**config.mk**
```make
export PLATFORM = sky130hd
export DESIGN_NAME = btn_step_ctrl_flat
export DESIGN_NICKNAME = d
export VERILOG_FILES = /design/src/rtl/btn_step_pkg.sv /design/src/rtl/btn_step_ctrl_if.sv /design/src/rtl/btn_debounce.sv /design/src/rtl/btn_step_ctrl.sv /design/src/flat_wrapper.sv
export SDC_FILE = /design/constraint.sdc
export NUM_CORES = 1
export LEC_CHECK = 0
export CAP_MARGIN = 10
export CORE_MARGIN = 4
export CORE_UTILIZATION = 59
export DETAILED_ROUTE_END_ITERATION = 8
export PLACE_DENSITY = 0.79
export SYNTH_ARGS = -nofsm -noshare
export SYNTH_HDL_FRONTEND = slang
export SYNTH_SLANG_ARGS = --single-unit
```
**constraint.sdc**
```tcl
create_clock -name clk5m -period 3.3 [get_ports clk5m]
set_input_delay 0.495 -clock clk5m [delete_from_list [all_inputs] [get_ports clk5m]]
set_output_delay 0.495 -clock clk5m [all_outputs]
set_load 0.02 [all_outputs]
```
**src/rtl/btn_step_pkg.sv**
```systemverilog
// Shared types and default timing for the button-driven single-step controller.
package btn_step_pkg;

    typedef enum logic [1:0] {
        st_idle = 2'd0,
        st_high = 2'd1,
        st_gap  = 2'd2
    } step_state_t;

    localparam int DEF_DEBOUNCE_CYC  = 100000;
    localparam int DEF_STEP_HIGH_CYC = 250000;
    localparam int DEF_STEP_LOW_CYC  = 250000;
    localparam int DEF_RESET_CONT    = 1;

    function automatic int max_int(input int a, input int b);
        return (a > b) ? a : b;
    endfunction

endpackage

```
**src/rtl/btn_step_ctrl_if.sv**
```systemverilog
// Button inputs and clock-control outputs of the step controller.
interface btn_step_ctrl_if;
    logic        btn_mode;
    logic        btn_step;
    logic        cont;
    logic        step;
    logic [15:0] step_cnt;

    modport master (output btn_mode, btn_step, input cont, step, step_cnt);
    modport slave  (input btn_mode, btn_step, output cont, step, step_cnt);
endinterface

```
**src/rtl/btn_debounce.sv**
```systemverilog
// 2-FF synchronizer, stability-count debouncer and press (rising-edge) detect.
module btn_debounce
    import btn_step_pkg::*;
#(
    parameter int DEBOUNCE_CYC = DEF_DEBOUNCE_CYC
) (
    input  logic clk5m,
    input  logic rst,
    input  logic btn,
    output logic rise
);
    localparam int CW = $clog2(DEBOUNCE_CYC + 1);

    logic          s1, s2, lvl, lvl_d;
    logic [CW-1:0] cnt;

    always_ff @(posedge clk5m or posedge rst) begin
        if (rst) begin
            s1    <= 1'b0;
            s2    <= 1'b0;
            lvl   <= 1'b0;
            lvl_d <= 1'b0;
            cnt   <= '0;
        end else begin
            s1    <= btn;
            s2    <= s1;
            lvl_d <= lvl;
            // any return to the accepted level restarts the stability count
            if (s2 == lvl) begin
                cnt <= '0;
            end else if (cnt == CW'(DEBOUNCE_CYC - 1)) begin
                lvl <= s2;
                cnt <= '0;
            end else begin
                cnt <= cnt + CW'(1);
            end
        end
    end

    assign rise = lvl & ~lvl_d;

endmodule

```
**src/rtl/btn_step_ctrl.sv**
```systemverilog
// Run/single-step clock control from two debounced push buttons.
//   state   | meaning
//   st_idle | waiting; mode toggles apply at once, step press starts a pulse
//   st_high | step output high for STEP_HIGH_CYC cycles
//   st_gap  | step low for STEP_LOW_CYC cycles before another press is taken
module btn_step_ctrl
    import btn_step_pkg::*;
#(
    parameter int DEBOUNCE_CYC  = DEF_DEBOUNCE_CYC,
    parameter int STEP_HIGH_CYC = DEF_STEP_HIGH_CYC,
    parameter int STEP_LOW_CYC  = DEF_STEP_LOW_CYC,
    parameter int RESET_CONT    = DEF_RESET_CONT
) (
    input logic            clk5m,
    input logic            rst,
    btn_step_ctrl_if.slave bus
);
    localparam int TW = $clog2(max_int(STEP_HIGH_CYC, STEP_LOW_CYC) + 1);

    logic mode_evt, step_evt;

    btn_debounce #(.DEBOUNCE_CYC(DEBOUNCE_CYC)) u_db_mode (
        .clk5m (clk5m),
        .rst   (rst),
        .btn   (bus.btn_mode),
        .rise  (mode_evt)
    );

    btn_debounce #(.DEBOUNCE_CYC(DEBOUNCE_CYC)) u_db_step (
        .clk5m (clk5m),
        .rst   (rst),
        .btn   (bus.btn_step),
        .rise  (step_evt)
    );

    step_state_t   state, state_nx;
    logic [TW-1:0] tmr, tmr_nx;
    logic          cont_q, cont_nx;
    logic          pend, pend_nx;
    logic [15:0]   cnt_q, cnt_nx;
    logic          step_q;

    always_ff @(posedge clk5m or posedge rst) begin
        if (rst) begin
            state  <= st_idle;
            tmr    <= '0;
            cont_q <= (RESET_CONT != 0);
            pend   <= 1'b0;
            cnt_q  <= '0;
            step_q <= 1'b0;
        end else begin
            state  <= state_nx;
            tmr    <= tmr_nx;
            cont_q <= cont_nx;
            pend   <= pend_nx;
            cnt_q  <= cnt_nx;
            step_q <= (state_nx == st_high);
        end
    end

    always_comb begin
        state_nx = state;
        tmr_nx   = tmr;
        cont_nx  = cont_q;
        pend_nx  = pend;
        cnt_nx   = cnt_q;
        unique case (state)
            st_idle: begin
                if (mode_evt) begin
                    cont_nx = ~cont_q;
                end else if (step_evt && !cont_q) begin
                    state_nx = st_high;
                    tmr_nx   = TW'(STEP_HIGH_CYC - 1);
                    cnt_nx   = cnt_q + 16'd1;
                end
            end
            st_high: begin
                pend_nx = pend ^ mode_evt;
                if (tmr == '0) begin
                    state_nx = st_gap;
                    tmr_nx   = TW'(STEP_LOW_CYC - 1);
                end else begin
                    tmr_nx = tmr - TW'(1);
                end
            end
            st_gap: begin
                pend_nx = pend ^ mode_evt;
                // deferred mode change lands only once the pulse is fully done
                if (tmr == '0) begin
                    state_nx = st_idle;
                    cont_nx  = cont_q ^ pend_nx;
                    pend_nx  = 1'b0;
                end else begin
                    tmr_nx = tmr - TW'(1);
                end
            end
            default: state_nx = st_idle;
        endcase
    end

    assign bus.cont     = cont_q;
    assign bus.step     = step_q;
    assign bus.step_cnt = cnt_q;

endmodule

```
**src/flat_wrapper.sv**
```systemverilog
// flat-port wrapper written by rule: the top's interface ports become plain ports
module btn_step_ctrl_flat import btn_step_pkg::*;
#(
    parameter int DEBOUNCE_CYC  = DEF_DEBOUNCE_CYC,
    parameter int STEP_HIGH_CYC = DEF_STEP_HIGH_CYC,
    parameter int STEP_LOW_CYC  = DEF_STEP_LOW_CYC,
    parameter int RESET_CONT    = DEF_RESET_CONT
)
  (clk5m, rst, bus_btn_mode, bus_btn_step, bus_cont, bus_step, bus_step_cnt);
  btn_step_ctrl_if bus_i ();
  input logic clk5m;
  input logic rst;
  input wire logic [$bits(bus_i.btn_mode)-1:0] bus_btn_mode;
  input wire logic [$bits(bus_i.btn_step)-1:0] bus_btn_step;
  output wire logic [$bits(bus_i.cont)-1:0] bus_cont;
  output wire logic [$bits(bus_i.step)-1:0] bus_step;
  output wire logic [$bits(bus_i.step_cnt)-1:0] bus_step_cnt;
  assign bus_i.btn_mode = bus_btn_mode;
  assign bus_i.btn_step = bus_btn_step;
  assign bus_cont = bus_i.cont;
  assign bus_step = bus_i.step;
  assign bus_step_cnt = bus_i.step_cnt;
  btn_step_ctrl #(.DEBOUNCE_CYC(DEBOUNCE_CYC), .STEP_HIGH_CYC(STEP_HIGH_CYC), .STEP_LOW_CYC(STEP_LOW_CYC), .RESET_CONT(RESET_CONT)) u_core (.clk5m(clk5m), .rst(rst), .bus(bus_i));
endmodule
```
* Yosys cells after proc, flatten, opt, wreduce, memory -nomap -nowiden
Cells that the tools add are included.
** Word-level totals
- Input bits :: 4
- Register bits :: 81
- Output and inout port bits :: 18
- Logic and storage cells :: 73
** Operators by class
- Bitwise logic cells :: 10
- Eq/ne operators :: 12
- Add/subtract/negate cells :: 4
- Muxes and demuxes :: 19
- Reduce and logical (&&, ||, !) cells :: 12
** Operators by type and width (count)
- $mux W18 :: 4
- $mux W17 :: 4
- $pmux W18 S3 :: 1
- $add A17 B1 Y17 const B :: 2
- $eq A17 B17 Y1 const B :: 2
- $logic_not A18 Y1 :: 1
- $sub A18 B1 Y18 const B :: 1
- $add A16 B1 Y16 const B :: 1
- $mux W2 :: 4
- $ne A2 B1 Y1 const B :: 3
- $not A1 Y1 :: 6
- $pmux W2 S3 :: 1
- $reduce_and A3 Y1 :: 2
- $eq A2 B1 Y1 const B :: 2
- $ne A2 B2 Y1 const B :: 2
- $pmux W1 S2 :: 2
- $reduce_and A2 Y1 :: 2
- $reduce_and A4 Y1 :: 1
- $reduce_bool A2 Y1 :: 2
- $mux W1 :: 3
- $reduce_bool A3 Y1 :: 1
- $and A1 B1 Y1 :: 2
- $eq A1 B1 Y1 :: 2
- $eq A2 B2 Y1 const B :: 1
- other kinds (4) :: 5

* Depth between registers and ports, before layout
Gate-level depths: netlist of run 1.
- Depth after elaboration :: 7
- Depth in mapped cells :: 9
- Depth with buffers taken out :: 7

* Hierarchy
Synthesis of run 1 repeated with hierarchy kept, for this count alone.
** Second synthesis, totals
- Cell total of the unflattened synthesis :: 407
- Area, all modules :: 4151.5 um2
** By module, submodules not included
- btn_step_ctrl :: cells each 225, area each 2212.1 um2, times used 1, seq. area each 977.2 um2
- btn_debounce :: cells each 91, area each 969.7 um2, times used 2, seq. area each 525.5 um2

* Worst setup path before layout of run 1
No wires, ideal clock.
- Path kind :: register to register
- Start point :: register u_core.state[0]
- End point :: register u_core.tmr[13]
- Cell stages (with the launch flop) :: 8
- Clock period less this slack :: 2063 ps
- Arrival time :: 1986 ps
- Path buffers :: 1
- Library setup time :: 77 ps
- Required time :: 3223 ps
- Slack :: 1237 ps
- Cell sequence :: dfrtp_1 > ha_1 > nor4b_1 > a21oi_1 > a21o_1 > buf_2 > or3_2 > a21oi_1
** Between the ends
- Cells in the longest elaborated chain, start to end :: 3
- Elaborated cells between the ends (all ways) :: 9
- Those cells by class :: eq/ne (5); mux (1); reduce/logical (3)
** Ends and longest elaborated chain
- start: declaration :: line btn_step_ctrl.sv:36 : step_state_t state, state_nx;
- start signal: assignment :: line btn_step_ctrl.sv:45 : state <= st_idle;
- start signal: assignment :: line btn_step_ctrl.sv:52 : state <= state_nx;
- $eq A2 B2 Y1 (tied with other cells) :: line btn_step_ctrl.sv:67 : unique case (state)
- $ne A2 B2 Y1 (no source line) (tied with other cells)
- $reduce_and A4 Y1 (no source line)
- end signal: assignment :: line btn_step_ctrl.sv:53 : tmr <= tmr_nx;
- end: declaration :: line btn_step_ctrl.sv:37 : logic [TW-1:0] tmr, tmr_nx;
Parallel ways exist; a longest one is shown, timed or not.
A chain may end at the register's enable or synchronous reset.

* Worst setup path in the final report of run 1
- Start point :: register u_core.state[0]
- End point :: register u_core.tmr[14]
The elaborated chain is that of the path after synthesis.

==> results of run 1 <==
## cells by family after synthesis
group                      count (synthesis)
and+or+nand+nor                          183
DFF                                       81
AOI/OAI and AO/OA                         54
xor gates and xnor gates                  48
buffers and inverters                     19
adders and majority gates                  8
muxes                                      3
## layout make-up
type | count | area, um2
clock inverters | 4 | 52.6
well taps | 77 | 96.3
repair buffers | 22 | 230
inverters | 11 | 42.5
fillers | 508 | 1970
multi-input cells | 296 | 1890
clock buffers | 12 | 145
flip-flops and latches | 81 | 2030
## layer usage
layer	vias up	GRT usage	share of wire
met5	-	0	0
met4	0	0.0804	0.017
met3	10	0.0383	0.037
met2	65	0.304	0.46
met1	1403	0.269	0.49
li1	1448	-	-
## power by group through the flow
stage               sequential (W)  clock (W)  combinational, W
global route               0.00101   0.000788         0.0000504
detailed placement         0.00103          0         0.0000452
CTS                        0.00101   0.000743         0.0000455
floorplan                  0.00103          0         0.0000302
global placement           0.00103          0         0.0000440
finish                     0.00101   0.000729         0.0000433
## worst reg2reg max path, cell delays in order (launching register included)
cell and delay, ns:
dfrtp_1 0.42, ha_1 0.27, nor4b_1 0.38, a21oi_1 0.19, a21oi_1 0.54, o21ai_0 0.18, a22o_1 0.26
## layout by cell type (no fill, tap or decap), types with 5 or more instances in the layout
cell,n
nor2_1,61
nand2_1,27
nand3_1,19
dfrtp_1,80
and4_1,5
nand4_1,11
o21ai_0,10
and3_1,7
inv_1,10
nor3_1,13
xnor2_1,19
or3_1,6
ha_1,8
a21oi_1,21
clkbuf_8,10
clkdlybuf4s50_1,21
xor2_1,29
## worst paths after layout
check	startpoint	endpoint	slack, ns
min	u_core.u_db_mode.s1	u_core.u_db_mode.s2	0.36
min in group asynchronous	rst	u_core.bus.step_cnt[8]	0.56
max reg2reg	u_core.state[0]	u_core.tmr[14]	0.95
max in group asynchronous	rst	u_core.tmr[14]	2.10
max	u_core.state[0]	u_core.tmr[14]	0.95
min reg2reg	u_core.u_db_mode.s1	u_core.u_db_mode.s2	0.36
## stage by stage
stage	total power (W)	setup WS, ns	hold slack, ns
final	0.00178	0.945	0.358
after floorplan	0.00106	0.727	0.331
after CTS	0.00180	0.984	0.356
after detailed placement	0.00107	1.00	0.337
after global placement	0.00107	1.07	0.335
after global routing	0.00185	0.675	0.358
## registers in the layout (all words and copies together), names as in the netlist, 2 cells and up
signal                cells
u_core.state              2
u_core.u_db_mode.cnt     17
u_core.u_db_step.cnt     17
u_core.tmr               18
u_core.bus.step_cnt      16
==> impl_metrics.ini, run 1 <==
[clocking]
htree_levels = 3
cts_root_buf = clkbuf_8
cts_tree = done
clock-sinks = 81
cts_buffer_depth = 2
cts_resized = 0
postCtsSetupBuffers = 0
clock_latency_ns = 0.35
hold_buffers = 0
cts_buffers = 9
clkTransAtPathRegs_ns = 0.08

[critical_path]
cp.required_ns = 3.54
path_cells = ha_1, nor4b_1, a21oi_1, a21oi_1, o21ai_0, a22o_1
cp_num_buf_inv = 0
cp_top_family = compound AO/OA/AOI/OAI gates
crit_fanout = 8
crit_path_end_kind = register
worst-setup-path-type = reg -> reg
arrival_ns = 2.59
worst-path-stages = 6
r2r_cells = 6
cpMostUsedCell = a21oi_1
slowest_delay_ns = 0.53
cp-start-kind = register
worst_path_max_delay_cell = a21oi_1

[drt]
drtIter0Drc = 148
viasPerCell = 5.82
num_vias = 2926
drcViolationCount = 0
wl_per_cell_um = 14.6
firstDrtPassIters = 4
drtAntennaViolNets = 0
routed_wl_um = 7340

[sta]
rsz0062_at_grt = no
hold_violations = 0
fin_skew_ns = 0.0166
slew_headroom = 0.526
fin_tns_setup_ns = 0
finalSetupViolCount = 0
worst_pin_slew_ns = 0.710
fin_crit_ns = 2.35
max_freq_mhz = 425
drv_slew = 0
period_share = 0.714

[layout]
fin_nets = 433
final_cell_area_um2 = 4480
area_growth_pct = 12.4
final_cells = 503
antenna-diode-count = 0
layout-drive-gt1-share = 0.0869
utilization = 0.694

[floorplanning]
io_pins = 22
die-area_um2 = 8150
rows = 29
start_util = 0.618
core_area_um2 = 6460
fp.dieW_um = 90.3
die_h_um = 90.3

[status]
outcome = finished clean

[synth]
synthArstFlopShare = 1.00
yosysTopAreaCell = dfrtp_1
synth_seq_cells = 81
yosys-top-cells-area = dfrtp_1 50%, xor2_1 6.4%, nor2_1 5.7%
synth_cell_types = 54
synth-simple-area-share = 0.246
avgSynthCellArea_um2 = 10.1
synth_common_cells = 80 x dfrtp_1, 61 x nor2_1, 29 x xor2_1
synth-compound-area-share = 0.0884
synth_cells = 396
seq_area_frac_synth = 0.508
synthAdderAreaFrac = 0.0251
synth_edf_count = 0
synthFlopType = dfrtp_1
synth_most_common_cell = dfrtp_1
syn-cell-area_um2 = 3990
yosysTopAreaCellShare = 0.502
syn_nets = 408
yosys_warnings = 0
synth.mux.area_fraction = 0.00846
synth_top_family_by_area = simple AND/OR/NAND/NOR gates
synth_xor_area_frac = 0.105

[power]
p_per_area_nw_per_um2 = 397
p_sw_frac = 0.222
clock_power_share = 0.410
power_frac_seq = 0.566
intPower_w = 0.00139
cellLeakagePower_nw = 2.04
p_comb_frac = 0.024
peakVddDrop_uv = 313
power_switching_w = 0.000394

[min_path]
holdPathStages = 0
hp-class = reg -> reg

[global_route]
grt_start_max_net_pins = 42
track_usage = 0.195
first_global_vias = 2893
antenna_found_initial = 0
grt_pass1_wl_um = 13100
overflow = 0

[flow_run]
maxCapViolations = 0

[placed_design]
dp_hpwl_um = 5010
placed_area_um2 = 4290
dp.cells = 487
gp_congestion = 0.831
io_buffers = 21
(Power assumes the default switching activity.)
==> run 2: changes to the inputs <==
==> constraint.sdc (replaced) <==
create_clock -name clk5m -period 2.44 [get_ports clk5m]
set_input_delay 0.366 -clock clk5m [delete_from_list [all_inputs] [get_ports clk5m]]
set_output_delay 0.366 -clock clk5m [all_outputs]
set_load 0.02 [all_outputs]
==> run 2 against run 1 <==
Effect of this change: register-to-register slack lost 0.71 ns; power grew 34%; combinational power grew 32%; global-route usage grew 0.14 points; die area is the same; sequential share of layout area shrank 0.28 points; maximum frequency grew 6.9%; largest power group unchanged; critical path depth grew 1.
==> impl_metrics.ini, run 2 (same netlist as run 1, synthesis figures left out) <==
[status]
outcome = finished clean

[layout]
largest_register = u_core.tmr
largest_register_ffs = 18
layout_commonest_cell = dfrtp_1
fin_nets = 436
layout_common_cells = 80 x dfrtp_1, 61 x nor2_1, 29 x xor2_1
layout-drive-gt1-share = 0.100
area_growth_pct = 13.0
top_regs = u_core.tmr x18, u_core.u_db_mode.cnt x17, u_core.u_db_step.cnt x17
antenna-diode-count = 0
final_cell_area_um2 = 4510

[sta]
rsz0062_at_grt = no
holdWs_ns = 0.361
slew_headroom = 0.583
drv_slew = 0
finalSetupViolCount = 0
hold_violations = 0
period_share = 0.902
fin_crit_ns = 2.20
fin_tns_setup_ns = 0
worst_pin_slew_ns = 0.626
fin_skew_ns = 0.00976
max_freq_mhz = 454

[floorplanning]
rows = 29
core_area_um2 = 6460
io_pins = 22
start_util = 0.618
fp.dieW_um = 90.3
die_h_um = 90.3
die-area_um2 = 8150

[drt]
num_vias = 2929
drcViolationCount = 0
drtAntennaViolNets = 0
routed_wl_um = 7510
drtIter0Drc = 198
viasPerCell = 5.79
firstDrtPassIters = 4
wl_per_cell_um = 14.8

[critical_path]
crit_path_end_kind = register
cp.required_ns = 2.72
path_cells = inv_1, ha_1, nor4b_4, nand4b_2, or2_4, a221oi_2, nor2b_1
slowest_delay_ns = 0.38
arrival_ns = 2.48
worst_path_max_delay_cell = dfrtp_1
crit_fanout = 9
worst-setup-path-type = reg -> reg
cp-start-kind = register

[clocking]
cts_buffers = 9
postCtsSetupBuffers = 0
cts_buffer_depth = 2
htree_levels = 3
clock_latency_ns = 0.36
clkTransAtPathRegs_ns = 0.08
cts_root_buf = clkbuf_8
hold_buffers = 0
cts_tree = done
clock-sinks = 81

[power]
peakVddDrop_uv = 409
p_per_area_nw_per_um2 = 529
cellLeakagePower_nw = 2.05

[global_route]
track_usage = 0.197
grt_pass1_wl_um = 13100
overflow = 0
grt_start_max_net_pins = 51
first_global_vias = 2804
antenna_found_initial = 0

[min_path]
hp-class = reg -> reg

[placed_design]
io_buffers = 21
gp_congestion = 0.858
placed_area_um2 = 4300
dp_hpwl_um = 5290

[flow_run]
maxCapViolations = 0
## run 2: path summary, 6_finish.rpt
| kind | start | endpoint | slack [ns] | cells past startpoint |
|---|---|---|---|---|
| setup / recovery | u_core.tmr[0] | u_core.state[1] | 0.24 | 7 |
| hold / removal | u_core.u_db_step.s1 | u_core.u_db_step.s2 | 0.36 | 0 |
| setup reg to reg | u_core.tmr[0] | u_core.state[1] | 0.24 | 7 |
| hold reg to reg | u_core.u_db_step.s1 | u_core.u_db_step.s2 | 0.36 | 0 |
| max in group asynchronous | rst | u_core.u_db_step.cnt[5] | 1.46 | 3 |
| min in group asynchronous | rst | u_core.u_db_mode.cnt[2] | 0.45 | 3 |
## run 2: repair_timing
item,4_1_cts,5_1_grt
endpoints found under the hold margin,0,0
setup endpoints to repair,0,11
resized for setup,0,3
## run 2: final cells by class
| class | instances | area [um2] |
|---|---|---|
| clock buffers | 10 | 128 |
| clock inverters | 6 | 68.8 |
| fillers | 459 | 1950 |
| inverters | 11 | 45.0 |
| multi-input cells | 296 | 1910 |
| flip-flops and latches | 81 | 2030 |
| well taps | 77 | 96.3 |
| repair buffers | 25 | 240 |
## run 2: through the flow
step	utilization	worst slack (ns)	power (W)	cells
5_1_grt	0.699	0.0678	0.00248	506
2_1_floorplan	-	0.377	0.00143	396
3_5_place_dp	0.666	0.119	0.00145	490
3_3_place_gp	0.666	0.189	0.00145	490
6_report	0.699	0.238	0.00239	506
4_1_cts	0.696	0.0819	0.00242	506
## run 2: power breakdown
| group | leakage, nW | internal [W] | switching, W | total, W |
|---|---|---|---|---|
| Combinational | 0.843 | 0.0000154 | 0.0000419 | 0.0000573 |
| Sequential | 1.11 | 0.00135 | 0.0000101 | 0.00136 |
| Clock | 0.0964 | 0.000476 | 0.000492 | 0.000968 |
## run 2: metal layers
layer	GRT usage	up-vias	share of wire	wire length [um]
met5	0	-	0	0
met1	0.269	1410	0.49	3690
li1	-	1449	-	-
met2	0.297	62	0.46	3440
met4	0.0689	0	0.010	78
met3	0.0633	8	0.040	300
## run 2: critical path, delay by kind of cell (launching register included)
family | cells | cell delay (ns)
adders and majority gates | 1 | 0.21
buffers and inverters | 1 | 0.10
AOI/OAI and AO/OA | 1 | 0.31
DFF | 1 | 0.38
and+or+nand+nor | 4 | 1.13
==> run 3: changes to the inputs <==
--- a/config.mk
+++ b/config.mk
@@ -10,6 +10,7 @@
 export CORE_UTILIZATION = 59
 export DETAILED_ROUTE_END_ITERATION = 8
 export PLACE_DENSITY = 0.79
+export RECOVER_POWER = 100
 export SYNTH_ARGS = -nofsm -noshare
 export SYNTH_HDL_FRONTEND = slang
 export SYNTH_SLANG_ARGS = --single-unit
==> run 3 against run 2 <==
Effect of this change: the flow now finishes with violations (capacitance limit, slew limit); via count grew 0.31%; worst hold slack got worse by 0.0018 ns; first-iteration DRC count fell by 0.51%; non-clock buffer count did not move; power fell by 0.15%; die area stayed put; combinational power decreased by 4.5%; critical path type unchanged; critical endpoint unchanged; largest cell class unchanged; highest routed layer unchanged.
==> impl_metrics.ini, run 3 (same netlist as run 1, synthesis figures left out) <==
[status]
outcome = complete, but fails checks
violations = capacitance limit, slew limit

[sta]
drv_slew = 32
max_freq_mhz = 451
rsz0062_at_grt = no
slew_headroom = -0.0644
fin_skew_ns = 0.0102
fin_crit_ns = 2.22
fin_tns_setup_ns = 0
finalSetupViolCount = 0
holdWs_ns = 0.359
period_share = 0.908
worst_pin_slew_ns = 1.60
hold_violations = 0

[drt]
wl_met3_um = 344
wl_per_cell_um = 14.8
wl_met2_um = 3430
viasPerCell = 5.81
drtAntennaViolNets = 0
firstDrtPassIters = 4
drtIter0Drc = 197
num_vias = 2938
wl_met1_um = 3610
drcViolationCount = 0
routed_wl_um = 7480
top_layer = met4

[layout]
largest_register_ffs = 18
top_regs = u_core.tmr x18, u_core.u_db_mode.cnt x17, u_core.u_db_step.cnt x17
fin_nets = 436
layout-drive-gt1-share = 0.0932
area_growth_pct = 12.7
layout_commonest_cell = dfrtp_1
antenna-diode-count = 0
largest_register = u_core.tmr
layout_common_cells = 80 x dfrtp_1, 61 x nor2_1, 29 x xor2_1

[global_route]
track_usage = 0.197
grt_pass1_wl_um = 13100
grt_start_max_net_pins = 51
overflow = 0
first_global_vias = 2804
antenna_found_initial = 0

[clocking]
cts_tree = done
cts_root_buf = clkbuf_8
clkTransAtPathRegs_ns = 0.08
clock-sinks = 81
cts_buffer_depth = 2
hold_buffers = 0
postCtsSetupBuffers = 0
cts_buffers = 9
clock_latency_ns = 0.36
htree_levels = 3
cts_resized = 0

[floorplanning]
die-area_um2 = 8150
core_area_um2 = 6460
fp.dieW_um = 90.3
rows = 29
die_h_um = 90.3
io_pins = 22
start_util = 0.618

[critical_path]
cp_top_family = simple AND/OR/NAND/NOR gates
r2r_cells = 7
r2r_slack_ns = 0.22
arrival_ns = 2.49
path_cells = inv_1, ha_1, nor4b_4, nand4b_2, or2_0, a221oi_2, nor2b_1
worst-path-stages = 7
worst-setup-path-type = reg -> reg
crit_path_end_kind = register
cp.required_ns = 2.72
worst_path_max_delay_cell = dfrtp_1
cp_num_buf_inv = 1
crit_fanout = 9
cp-start-kind = register
slowest_delay_ns = 0.38

[min_path]
hp-class = reg -> reg
holdPathStages = 0

[placed_design]
gp_congestion = 0.858
io_buffers = 21
dp_hpwl_um = 5290

[flow_run]
maxCapViolations = 1

[power]
p_per_area_nw_per_um2 = 530
peakVddDrop_uv = 409
cellLeakagePower_nw = 2.11
[run 3: cell types whose count changed in the layout (fill, tap and decap cells not counted), sizes merged]
cell / change
buf: -3
clkbuf: +3
clkdlybuf4s50: -21
dlygate4sd3: +21
[run 3: final cells by class]
type	instances	area, um2
tap	77	96.3
fill	463	1960
sequential	81	2030
inverter	11	45.0
clock buffer	10	128
timing repair buffer	25	230
clock inverter	6	68.8
multi-input combinational	296	1900
[run 3: through the flow]
stage | instance area (um2) | total power, W | util | std cells | setup slack, ns
6_report | 4500 | 0.00238 | 0.697 | 506 | 0.224
2_1_floorplan | 4000 | 0.00143 | - | 396 | 0.377
3_3_place_gp | 4300 | 0.00145 | 0.666 | 490 | 0.189
3_5_place_dp | 4300 | 0.00145 | 0.666 | 490 | 0.119
5_1_grt | 4500 | 0.00247 | 0.697 | 506 | 0.0407
4_1_cts | 4500 | 0.00242 | 0.696 | 506 | 0.0819
[run 3: per-layer routing]
metal | vias up | GRT usage
met5 | - | 0
met4 | 0 | 0.0689
met3 | 8 | 0.0633
met2 | 75 | 0.297
met1 | 1406 | 0.269
li1 | 1449 | -
[run 3: path summary, 6_finish.rpt]
check / start / endpoint
hold / removal: u_core.u_db_step.s1 / u_core.u_db_step.s2
min in group asynchronous: rst / u_core.tmr[11]
hold reg to reg: u_core.u_db_step.s1 / u_core.u_db_step.s2
max in group asynchronous: rst / u_core.u_db_mode.cnt[6]
setup / recovery: u_core.tmr[0] / u_core.state[1]
setup reg to reg: u_core.tmr[0] / u_core.state[1]
[run 3: power breakdown]
| part | internal, W | switching (W) |
|---|---|---|
| Sequential | 0.00135 | 0.00000986 |
| Combinational | 0.0000130 | 0.0000417 |
| Clock | 0.000476 | 0.000491 |
| Total | 0.00184 | 0.000542 |
